**src/rtl/vga_pixel_fetch_pkg.sv**
```systemverilog
// Shared constants and types for the VGA scan-out path: framebuffer geometry,
// pipeline depth and RGB332 field layout used by sync consumers and the GPU write side.
package vga_pixel_fetch_pkg;

   localparam int FB_W_DEF     = 160;
   localparam int FB_H_DEF     = 120;
   localparam int SCALE_SH_DEF = 2;
   localparam int PIPE_DEPTH   = 3;
   localparam int ADDR_W       = 16;

   // RGB332 field positions within a framebuffer byte
   localparam int R_HI = 7;
   localparam int R_LO = 5;
   localparam int G_HI = 4;
   localparam int G_LO = 2;
   localparam int B_HI = 1;
   localparam int B_LO = 0;

   typedef struct packed {
      logic h_sync;
      logic v_sync;
      logic blank_n;
   } sync_t;

   typedef struct packed {
      logic [7:0] r;
      logic [7:0] g;
      logic [7:0] b;
   } rgb_t;

   typedef enum logic {
      SW_ARMED = 1'b0,
      SW_HOLD  = 1'b1
   } swap_st_t;

   // Replicate the high bits downward so full-scale codes reach 0xFF.
   function automatic rgb_t rgb332_expand(input logic [7:0] p);
      rgb_t c;
      c.r = {p[R_HI:R_LO], p[R_HI:R_LO], p[R_HI:R_HI-1]};
      c.g = {p[G_HI:G_LO], p[G_HI:G_LO], p[G_HI:G_HI-1]};
      c.b = {4{p[B_HI:B_LO]}};
      return c;
   endfunction

endpackage

```
**src/rtl/vga_delay_line.sv**
```systemverilog
// Fixed-depth shift register with a programmable reset value; keeps sync and
// blank coherent with the colour pipeline.
module vga_delay_line #(
   parameter int             W       = 1,
   parameter int             DEPTH   = 3,
   parameter logic [W-1:0]   RST_VAL = '0
) (
   input  logic         clk,
   input  logic         rst_n,
   input  logic [W-1:0] din,
   output logic [W-1:0] dout
);

   logic [DEPTH-1:0][W-1:0] sr;

   always_ff @(posedge clk or negedge rst_n) begin
      if (!rst_n) begin
         sr <= {DEPTH{RST_VAL}};
      end else begin
         sr[0] <= din;
         for (int i = 1; i < DEPTH; i++) sr[i] <= sr[i-1];
      end
   end

   assign dout = sr[DEPTH-1];

endmodule

```
**src/rtl/vga_pixel_fetch.sv**
```systemverilog
// Scan-out fetch: maps screen coordinates to a double-buffered framebuffer,
// expands RGB332 to 8:8:8 and swaps buffers only at vertical sync start.
module vga_pixel_fetch
   import vga_pixel_fetch_pkg::*;
#(
   parameter int FB_W     = FB_W_DEF,
   parameter int FB_H     = FB_H_DEF,
   parameter int SCALE_SH = SCALE_SH_DEF
) (
   input  logic              clk,
   input  logic              rst,
   input  logic              h_sync,
   input  logic              v_sync,
   input  logic              blank_n,
   input  logic [9:0]        pos_x,
   input  logic [9:0]        pos_y,
   output logic [ADDR_W-1:0] fb_addr,
   input  logic [7:0]        fb_rdata,
   input  logic              swap_req,
   output logic              swap_ack,
   output logic [7:0]        vga_r,
   output logic [7:0]        vga_g,
   output logic [7:0]        vga_b,
   output logic              h_sync_o,
   output logic              v_sync_o,
   output logic              blank_n_o
);

   localparam logic [ADDR_W-1:0] BACK_BASE = ADDR_W'(FB_W * FB_H);
   localparam sync_t SYNC_IDLE = '{h_sync: 1'b1, v_sync: 1'b1, blank_n: 1'b0};

   logic              front;
   logic              vs_prev;
   logic              vs_start;
   logic              do_swap;
   swap_st_t          sw_st;
   swap_st_t          sw_nxt;
   logic [ADDR_W-1:0] fb_x;
   logic [ADDR_W-1:0] fb_y;
   logic [ADDR_W-1:0] addr_nxt;
   logic [7:0]        pix_q;
   rgb_t              rgb_q;
   sync_t             sync_in;
   sync_t             sync_out;

   assign vs_start = vs_prev & ~v_sync;

   // Swap handshake: one swap per request; a request must drop before re-arming.
   always_ff @(posedge clk or negedge rst) begin
      if (!rst) sw_st <= SW_ARMED;
      else      sw_st <= sw_nxt;
   end

   always_comb begin
      sw_nxt = sw_st;
      case (sw_st)
         SW_ARMED: if (vs_start && swap_req) sw_nxt = SW_HOLD;
         SW_HOLD:  if (!swap_req)            sw_nxt = SW_ARMED;
         default:                            sw_nxt = SW_ARMED;
      endcase
   end

   always_comb begin
      do_swap = (sw_st == SW_ARMED) && vs_start && swap_req;
   end

   always_ff @(posedge clk or negedge rst) begin
      if (!rst) begin
         vs_prev  <= 1'b1;
         front    <= 1'b0;
         swap_ack <= 1'b0;
      end else begin
         vs_prev  <= v_sync;
         front    <= front ^ do_swap;
         swap_ack <= do_swap;
      end
   end

   assign fb_x     = ADDR_W'(pos_x >> SCALE_SH);
   assign fb_y     = ADDR_W'(pos_y >> SCALE_SH);
   assign addr_nxt = (front ? BACK_BASE : '0) + fb_y * ADDR_W'(FB_W) + fb_x;

   // S0 address, S1 read data for the address issued one edge earlier, S2 colour.
   // Address holds through blanking so off-screen coordinates never reach memory.
   always_ff @(posedge clk or negedge rst) begin
      if (!rst) begin
         fb_addr <= '0;
         pix_q   <= '0;
         rgb_q   <= '0;
      end else begin
         if (blank_n) fb_addr <= addr_nxt;
         pix_q <= fb_rdata;
         rgb_q <= rgb332_expand(pix_q);
      end
   end

   assign sync_in = '{h_sync: h_sync, v_sync: v_sync, blank_n: blank_n};

   vga_delay_line #(
      .W       ($bits(sync_t)),
      .DEPTH   (PIPE_DEPTH),
      .RST_VAL (SYNC_IDLE)
   ) u_sync_dly (
      .clk   (clk),
      .rst_n (rst),
      .din   (sync_in),
      .dout  (sync_out)
   );

   assign h_sync_o  = sync_out.h_sync;
   assign v_sync_o  = sync_out.v_sync;
   assign blank_n_o = sync_out.blank_n;

   assign vga_r = blank_n_o ? rgb_q.r : 8'h00;
   assign vga_g = blank_n_o ? rgb_q.g : 8'h00;
   assign vga_b = blank_n_o ? rgb_q.b : 8'h00;

endmodule

```
**config.mk**
```make
export PLATFORM = sky130hd
export DESIGN_NAME = vga_pixel_fetch
export DESIGN_NICKNAME = d
export VERILOG_FILES = /design/src/rtl/vga_pixel_fetch_pkg.sv /design/src/rtl/vga_delay_line.sv /design/src/rtl/vga_pixel_fetch.sv
export SDC_FILE = /design/constraint.sdc
export NUM_CORES = 1
export LEC_CHECK = 0
export BUFFER_PORTS_ARGS = -buffer_cell sky130_fd_sc_hd__buf_2
export CAP_MARGIN = 20
export CORE_MARGIN = 2
export CORE_UTILIZATION = 53
export CTS_CLUSTER_SIZE = 16
export DETAILED_ROUTE_END_ITERATION = 7
export GPL_ROUTABILITY_DRIVEN = 0
export PLACE_DENSITY = 0.85
export SLEW_MARGIN = 20
export SYNTH_ARGS = -nofsm -noshare
export SYNTH_HDL_FRONTEND = slang
export SYNTH_HIERARCHICAL = 1
export SYNTH_SLANG_ARGS = --single-unit
export TNS_END_PERCENT = 10
```
**constraint.sdc**
```tcl
create_clock -name clk -period 3.2 [get_ports clk]
set_input_delay 0.32 -clock clk [delete_from_list [all_inputs] [get_ports clk]]
set_output_delay 0.32 -clock clk [all_outputs]
set_load 0.01 [all_outputs]
```
==> impl_metrics.toml <==
[outcome]
outcome = "complete, no violations"

[pwr]
p_sw_mw = 0.503
peakVddDrop_v = 0.000294
p_int_mw = 1.08
sw_frac_of_total_pct = 31.8
p_leak_nw = 1.29
power_frac_clock_pct = 20.2
power_density_nw_per_um2 = 624
power_frac_seq_pct = 45.1
power_frac_comb_pct = 34.7

[place]
place_inst = 275
io_buffer_count = 73
dp_hpwl_um = 2840

[layout]
stdcell_count = 283
n_antenna_cell = 0
syn_to_final_growth_pct = 16.6
fillers = 327
layout.nets = 287
drive_above_1_share_pct = 42.9

[synth]
yosysMostFrequentCell = "dfrtp_1"
ys_async_sr_fraction_pct = 100
yosys.area.top_type = "dfrtp_1"
synth-edff-count = 0
synthMuxAreaShare_pct = 4.67
ys_top_cells_by_area = "dfrtp_1, ha_1, dfstp_2"
synth_commonest_cells = "dfrtp_1, buf_4, ha_1, nor2_1"
synth_xor_xnor_area_share_pct = 5.18
synth_compound_area_share_pct = 9.56
synthSimpleGateAreaFrac_pct = 7.95
synth_cells = 173
synth.top_cell.area_share_pct = 43.8
synth_area_um2 = 2170
synthAdderAreaFrac_pct = 12.8
synth_top_family_by_area = "adder cells"
yosysUniqueCellTypes = 36
synth_seq_cells = 45
seq_area_frac_synth_pct = 52.2
synth-main-ff-cell = "dfrtp_1"
syn_nets = 228
yosys_warnings = 6
synth_area_per_cell_um2 = 12.6

[die]
die_w_um = 68.0
coreArea_um2 = 3970
num_rows = 23
start_util_pct = 54.7
io_pins = 78
die-area_um2 = 4630
die_y_um = 68.0

[setup_path]
worstSetupStartpointType = "input port"
cp_max_fo = 3
crit_required_ns = 3.42
path_class = "input port to flop"
end_kind = "flop"
worstReg2RegStart = "front"
r2r-end = "fb_addr[15]"
r2r_setup_slack_ns = 1.16
crit_arrival_ns = 3.05
r2r_cells = 7

[timing]
tns_ns = 0
hold_viol_final = 0
min_period_over_period_pct = 88.4
tightest_slew_ns = 0.932
skew_ns = 0.00262
slew_headroom_pct = 37.9
slew_violations = 0
setup_viol = 0
rsz0062_at_grt = "no"
fmax_mhz = 353
period_needed_ns = 2.83

[clock_tree]
post_cts_buffers = 0
numCtsBuffers = 5
clk_latency_ns = 0.29
cts_resized = 0
clockRootBuffer = "clkbuf_8"
clockBufferDepth = 2
cts_tree = "done"
clk_pin_slew_ns = 0.07
cts.sinks = 45
cts-htree-levels = 2
cts_hold_buf = 0

[route]
dr.first_iter.drc_count = 39
wirelength_um = 3550
vias_per_cell = 5.05
route.detailed.drc = 0
antenna_left = 0
via_count = 1429
drtPass1Iterations = 4
routedWlPerCell_um = 12.6

[global_routing]
antenna_found_initial = 0
grt_max_degree = 46
track_usage_pct = 17.4
grt_overflow = 0
grt_pass1_wl_um = 5950
first_global_vias = 1371

[flow_run]
maxCapViolations = 0

[worst_hold_path]
min_to = "u_sync_dly/sr[2]"
hp-class = "input port to flop"
hold_path_depth = 1
hold_path_startpoint = "h_sync"
worst max-delay path: stages:
cell and delay, ns:
buf_2 0.12, ha_1 0.29, ha_1 0.22, fa_1 0.41
a31o_2 0.30, a21o_1 0.18, a21oi_1 0.16, xnor2_1 0.14
ha_1 0.27, nor4b_1 0.16, or4_1 0.40, nand3_1 0.08
logic make-up after synthesis:
| logic type | Yosys count |
|---|---|
| adder cells (fa/ha/maj) | 21 |
| AND/OR/NAND/NOR | 30 |
| flip-flops | 45 |
| buffers and inverters | 25 |
| XOR/XNOR | 12 |
| multiplexers | 9 |
| AO/OA/AOI/OAI | 31 |
stage by stage:
stage          area (um^2)  hold WS [ns]  worst slack [ns]  power, mW  util (%)
2_1_floorplan         2170        0.0244             0.333       1.11         -
4_1_cts               2530         0.119             0.384       1.61      63.8
3_3_place_gp          2450         0.332             0.119       1.26      61.7
6_report              2530         0.133             0.370       1.58      63.8
5_1_grt               2530         0.112             0.248       1.70      63.8
3_5_place_dp          2450         0.335            0.0799       1.28      61.7
cell type report:
class,instances,area (um^2),share of cell area [%]
clock buffers,6,72.6,2.87
clock inverters,2,10.0,0.395
inverters,4,15.0,0.593
multi-input cells,103,872,34.4
flip-flops and latches,45,1130,44.8
well taps,50,62.6,2.47
repair buffers,73,365,14.4
worst max path at each step:
stage | slack (ns) | to | cells past startpoint | startpoint
global route | 0.25 | fb_addr[15] | 12 | pos_y[3]
detailed placement | 0.08 | fb_addr[15] | 12 | pos_y[3]
finish | 0.37 | fb_addr[15] | 12 | pos_y[3]
floorplan | 0.33 | fb_addr[15] | 11 | pos_y[3]
global placement | 0.12 | fb_addr[15] | 12 | pos_y[3]
CTS | 0.38 | fb_addr[15] | 12 | pos_y[3]
routing by layer:
metal	part of all wire [%]	track usage (%)	wire [um]	vias up
met5	0	0	0	-
met4	1.1	6.75	38	0
met3	6.7	4.61	238	3
met2	52	30.7	1860	49
met1	40	19.9	1420	670
li1	-	-	-	707
state kept, by name (all words and copies together), names as in the netlist:
name	cells
u_sync_dly/dout	3
vs_prev	1
front	1
rgb_q	8
u_sync_dly/sr	6
swap_ack	1
fb_addr	16
sw_st	1
pix_q	8
placed cells by master (no fill, tap or decap), drive strengths merged, types with 2 or more instances in the layout:
master   n
o21ai    5
fa       2
inv      4
dfrtp   38
nand3    2
a21o     6
mux2     9
nor2    10
dfstp    7
xnor2    8
clkbuf   6
xor2     4
buf     73
and2     8
a211oi   2
nor2b    3
a21oi    9
ha      19
clkinv   2
power groups by stage:
| stage | clock, mW | combinational, mW | sequential [mW] |
|---|---|---|---|
| 2_1_floorplan | 0 | 0.365 | 0.745 |
| 3_3_place_gp | 0 | 0.539 | 0.719 |
| 3_5_place_dp | 0 | 0.555 | 0.723 |
| 4_1_cts | 0.337 | 0.558 | 0.713 |
| 5_1_grt | 0.356 | 0.623 | 0.727 |
| 6_report | 0.319 | 0.549 | 0.712 |
No activity file was read; power rests on OpenSTA's default activity.
